<file path="config.mk">
export PLATFORM = sky130hd
export DESIGN_NAME = md5_round_ctrl
export DESIGN_NICKNAME = d
export VERILOG_FILES = /design/src/rtl/md5_pkg.sv /design/src/rtl/md5_msg_sched.sv /design/src/rtl/md5_round_ctrl.sv
export SDC_FILE = /design/constraint.sdc
export NUM_CORES = 1
export LEC_CHECK = 0
export CORE_UTILIZATION = 40
export CTS_CLUSTER_DIAMETER = 200
export DETAILED_ROUTE_END_ITERATION = 7
export SLEW_MARGIN = 0
export SYNTH_ARGS = -nofsm -noshare
export SYNTH_HDL_FRONTEND = slang
export SYNTH_SLANG_ARGS = --single-unit
export TNS_END_PERCENT = 5
</file>
<file path="constraint.sdc">
create_clock -name clk -period 4.5 [get_ports clk]
set_input_delay 0.45 -clock clk [delete_from_list [all_inputs] [get_ports clk]]
set_output_delay 0.45 -clock clk [all_outputs]
set_load 0.02 [all_outputs]
</file>
<file path="src/rtl/md5_pkg.sv">
// Shared types, constants and helpers for the MD5 round controller.
// The message-word schedule lives here so datapath and control agree.
package md5_pkg;

  localparam int NUM_STEPS = 64;

  localparam logic [31:0] MD5_IV_A = 32'h67452301;
  localparam logic [31:0] MD5_IV_B = 32'hefcdab89;
  localparam logic [31:0] MD5_IV_C = 32'h98badcfe;
  localparam logic [31:0] MD5_IV_D = 32'h10325476;

  typedef enum logic [2:0] {
    S_IDLE,
    S_INIT,
    S_ROUND,
    S_ADD,
    S_DONE
  } md5_ctrl_state_t;

  // Message word index g for step i; all arithmetic is mod 16.
  function automatic logic [3:0] md5_g(input logic [5:0] step);
    logic [3:0] i;
    logic [3:0] g;
    i = step[3:0];
    case (step[5:4])
      2'd0:    g = i;
      2'd1:    g = i * 4'd5 + 4'd1;
      2'd2:    g = i * 4'd3 + 4'd5;
      default: g = i * 4'd7;
    endcase
    return g;
  endfunction

endpackage

</file>
<file path="src/rtl/md5_msg_sched.sv">
// Combinational step index to round-function select and message word.
// Registered by the controller so the datapath sees aligned values.
module md5_msg_sched
  import md5_pkg::*;
#(
  parameter int STEP_W = 6
) (
  input  logic [STEP_W-1:0] step_i,
  output logic [1:0]        func_sel_o,
  output logic [3:0]        msg_idx_o
);

  logic [5:0] step6;

  assign step6      = 6'(step_i);
  assign func_sel_o = step6[5:4];
  assign msg_idx_o  = md5_g(step6);

endmodule

</file>
<file path="src/rtl/md5_round_ctrl.sv">
// MD5 compression sequencer: init, 64 steps, hash add, done pulse.
// Step outputs are registered from the next-state counter value.
module md5_round_ctrl
  import md5_pkg::*;
#(
  parameter int NUM_STEPS = md5_pkg::NUM_STEPS,
  parameter int STEP_W    = 6
) (
  input  logic              clk,
  input  logic              rst,
  input  logic              start,
  input  logic              first_block,
  input  logic              dp_stall,
  output logic              busy,
  output logic              ld_iv,
  output logic              ld_abcd,
  output logic              step_en,
  output logic [STEP_W-1:0] step_idx,
  output logic [1:0]        func_sel,
  output logic [3:0]        msg_idx,
  output logic              add_hash,
  output logic              done
);

  md5_ctrl_state_t   state_q, state_d;
  logic [STEP_W-1:0] cnt_q, cnt_d;
  logic              fb_q, fb_d;
  logic [1:0]        fs_q, fs_d, fs_n;
  logic [3:0]        mi_q, mi_d, mi_n;
  logic              last_step;

  assign last_step = (cnt_q == STEP_W'(NUM_STEPS - 1));

  md5_msg_sched #(
    .STEP_W(STEP_W)
  ) u_sched (
    .step_i    (cnt_d),
    .func_sel_o(fs_n),
    .msg_idx_o (mi_n)
  );

  // Next-state, counter and strobe decode.
  always_comb begin
    state_d  = state_q;
    cnt_d    = cnt_q;
    fb_d     = fb_q;
    busy     = 1'b1;
    ld_iv    = 1'b0;
    ld_abcd  = 1'b0;
    step_en  = 1'b0;
    add_hash = 1'b0;
    done     = 1'b0;
    case (state_q)
      S_IDLE: begin
        busy  = 1'b0;
        cnt_d = '0;
        if (start) begin
          state_d = S_INIT;
          fb_d    = first_block;
        end
      end
      S_INIT: begin
        ld_abcd = 1'b1;
        ld_iv   = fb_q;
        cnt_d   = '0;
        state_d = S_ROUND;
      end
      S_ROUND: begin
        if (!dp_stall) begin
          step_en = 1'b1;
          if (last_step) begin
            cnt_d   = '0;
            state_d = S_ADD;
          end else begin
            cnt_d = cnt_q + STEP_W'(1);
          end
        end
      end
      S_ADD: begin
        add_hash = 1'b1;
        state_d  = S_DONE;
      end
      S_DONE: begin
        done    = 1'b1;
        state_d = S_IDLE;
      end
      default: begin
        busy    = 1'b0;
        cnt_d   = '0;
        state_d = S_IDLE;
      end
    endcase
  end

  // Step outputs are non-zero only while the next state is ROUND.
  always_comb begin
    fs_d = '0;
    mi_d = '0;
    if (state_d == S_ROUND) begin
      fs_d = fs_n;
      mi_d = mi_n;
    end
  end

  // State, counter and registered step outputs.
  always_ff @(posedge clk) begin
    if (rst) begin
      state_q <= S_IDLE;
      cnt_q   <= '0;
      fb_q    <= 1'b0;
      fs_q    <= '0;
      mi_q    <= '0;
    end else begin
      state_q <= state_d;
      cnt_q   <= cnt_d;
      fb_q    <= fb_d;
      fs_q    <= fs_d;
      mi_q    <= mi_d;
    end
  end

  assign step_idx = cnt_q;
  assign func_sel = fs_q;
  assign msg_idx  = mi_q;

endmodule
</file>
==> results by group <==
Die
  – Num rows: 19
  – Core region area: 2850 sq um
  – Die height: between 50 and 60 um
  – Die Area: 3320 sq um
  – Initial core utilization: between 40 and 50%
  – Die X: approximately 58 um
  – IO Pins: 23

Clock tree
  – PostCTS Resize Cnt: 0
  – Max clock buf depth: 2
  – Clk sinks: 16
  – H-tree Lvls: 1
  – Root Buffer: clkbuf_4
  – Postcts setup bufs: 0
  – Cts bufs inserted: 3
  – Clock latency on the worst-skew pair: roughly 0.30 ns
  – Reg clk slew, reported paths: ~0.11 ns
  – CTS tree: built
  – Cts hold-fix bufs: 0

Worst setup path
  – Worst Path Max Fanout: 15
  – CP arrival: between 3 and 4 ns
  – Critical path class: flip-flop to flip-flop
  – Startpoint types: flip-flop
  – Crit. End Element: flip-flop
  – R2r startpoint: state_q[1]
  – Reg-to-reg setup timing slack: just over 0.8 ns
  – Crit path capture: msg_idx[3]
  – FF-to-FF End: msg_idx[3]
  – Req. time, crit path: around 4.7 ns
  – Worst reg-to-reg path cell count: 11
  – Worst Setup SP: state_q[1]

Layout
  – NumNets Final: roughly 180
  – Commonest non-fill, non-tap cells in the layout: 22 x clkdlybuf4s50_1, 21 x nor2_1, 16 x dfxtp_1
  – Antenna diode count: 0
  – Layout cells sized above 1: roughly 10%
  – Utilization after layout: 52.3%
  – Area growth syn-to-layout: 20.4%
  – Fillers: about 280
  – Most common cell after layout, fill and taps aside: clkdlybuf4s50_1
  – Final instance area: roughly 1500 sq um

Global route
  – First-pass GRT wire length: roughly 4.4 mm
  – Vias in the first global route: ~940
  – Tot GR Track Use: between 15 and 20%
  – Largest net degree at the start of global routing: 19
  – Initial antenna violation count: 0
  – Overflow left after global routing: 0

Detailed routing
  – Routed len/inst: around 14 um
  – Post-DRT Antenna Nets: 0
  – Via count: roughly 1100
  – Top sig layer: met4
  – Met2 WL: ~1.3 mm
  – Routed length on met1: ~1.2 mm
  – DRT Wirelength: 2.70 mm
  – Initial DRC Count: 32
  – Vias/cell: about 5.6
  – Drt first pass iters: 6
  – WL met3: approximately 120 um
  – Drt drc: 2

STA
  – RSZ-0062 raised after global routing: false
  – Final period util: approximately four fifths
  – Max Freq: 0.272 GHz
  – Fin worst setup slack: around 0.82 ns
  – Final setup viols: 0
  – Min cycle time layout: 3.68 ns
  – Setup tns final: 0 ns
  – Max transition margin: between 50% and 60%
  – Worst-margin pin slew: 0.718 ns
  – Hold Fails Final Rpt: 0
  – Clk_skew: between 0.01 and 0.015 ns
  – Max Slew Vio Count: 0

Pwr
  – Pwr dens: 198 nW/um^2
  – Comb power frac: approximately 15%
  – Sequential share of power: 51.2%
  – P_leak: between 0.5 and 0.6 nW
  – Switching Power: 0.0805 mW
  – Pint: roughly 0.21 mW
  – VDD IR-drop max: about 0.11 mV
  – Switching share of power: between 20% and 30%
  – Clk network pwr share: 33.9%

Run status
  – Outcome: complete, but fails checks
  – Failing checks: DRC

Logic synthesis
  – Mapped Area: around 1200 sq um
  – EDFF count, synth: 0
  – Net Count, Synth: 155
  – Synth async-reset ratio: 0%
  – Synth Register Bits: 16
  – Library cells used by synthesis: between 50 and 60
  – Synth Warn #: 0
  – Prevailing post-synth register cell: dfxtp_1
  – Syn_area_per_cell: ~8.8 sq um
  – Sequential share of the synthesized area: 25.9%
  – Synth Instances: 140

Placement
  – Placed Area: roughly 1500 sq um
  – DP Worst Slack: 0.608 ns
  – Placer Congestion: around 0.77
  – Post-DP HPWL: roughly 2.1 mm
  – PortBufs: 22

Hold path
  – HP Start: fb_q
  – Worst hold path type: flip-flop to flip-flop

Job
  – Max-capacitance violation count: 0
## final cells by class
class	instances	area (sq um)	share of cell area, %
clock buffers	4	36.3	2.43
inverters	9	33.8	2.27
multi-input cells	108	842	56.5
repair buffers	22	220	14.8
flip-flops and latches	16	320	21.5
well taps	31	38.8	2.60
## state kept, by name, indices dropped and copies added, names as in the netlist
name	count
fb_q	1
func_sel	2
msg_idx	4
state_q	3
step_idx	6
## power by group through the flow
| stage | clock network [mW] | registers [mW] | logic [mW] |
|---|---|---|---|
| finish | 0.100 | 0.151 | 0.0440 |
| global route | 0.105 | 0.152 | 0.0484 |
| CTS | 0.100 | 0.151 | 0.0444 |
| detailed placement | 0 | 0.154 | 0.0443 |
| global placement | 0 | 0.154 | 0.0437 |
| floorplan | 0 | 0.149 | 0.0359 |
## cells by family (layout without fill, tap and decap cells)
group           count (synthesis)  after routing  share of synthesized area [%]
flops                          16             16                           25.9
mux                             2              2                           1.72
buf+inv                        16             35                           6.16
fa+ha+maj                      10             10                           11.9
xor+xnor                        8              8                           6.26
compound gates                 30             30                           20.0
simple gates                   58             58                           28.1
## cell usage after synthesis, types with 2 or more instances
library cell / instances / area share, %
a211o_1: 2 / 1.4
a211oi_1: 4 / 2.4
a21oi_1: 5 / 2.0
a31oi_1: 3 / 1.5
and2_1: 4 / 2.0
buf_2: 4 / 1.6
dfxtp_1: 16 / 26
fa_1: 3 / 4.8
ha_1: 7 / 7.1
inv_1: 8 / 2.4
nand2_1: 4 / 1.2
nand2b_1: 4 / 2.0
nand3_1: 3 / 1.2
nand3b_1: 3 / 1.8
nor2_1: 21 / 6.4
nor4bb_1: 3 / 2.4
o211ai_1: 2 / 1.2
o21ai_0: 2 / 0.81
o41ai_2: 2 / 2.6
xnor2_1: 5 / 3.5
xor2_1: 2 / 1.4
## worst max-delay path: stages, from the launching register on
cell,delay (ns)
dfxtp_1,0.62
nor2b_1,0.56
a31oi_1,0.41
inv_1,0.24
ha_1,0.23
inv_1,0.08
fa_1,0.43
xnor2_1,0.14
or3_1,0.30
a31oi_1,0.18
mux2_1,0.34
nand3b_1,0.08
## per-stage QoR
step                      hold slack [ns]  power [mW]  cells
after floorplan                     0.452       0.185    140
after global placement              0.476       0.198    186
after detailed placement            0.484       0.198    186
after CTS                           0.503       0.295    190
after global routing                0.545       0.306    190
final                               0.496       0.295    190
## metal layers
| layer | GRT usage (%) | vias up |
|---|---|---|
| li1 | - | 542 |
| met1 | 22.9 | 492 |
| met2 | 29.2 | 22 |
| met3 | 2.46 | 5 |
| met4 | 8.16 | 0 |
| met5 | 0 | - |
## worst min path at each step
| stage | endpoint | slack [ns] | cells past startpoint |
|---|---|---|---|
| after CTS | fb_q | 0.50 | 2 |
| after global placement | fb_q | 0.48 | 2 |
| after global routing | fb_q | 0.55 | 2 |
| final | fb_q | 0.50 | 2 |
| after detailed placement | fb_q | 0.48 | 2 |
| after floorplan | fb_q | 0.45 | 2 |
Note: power is estimated with default switching activity, not from simulation.
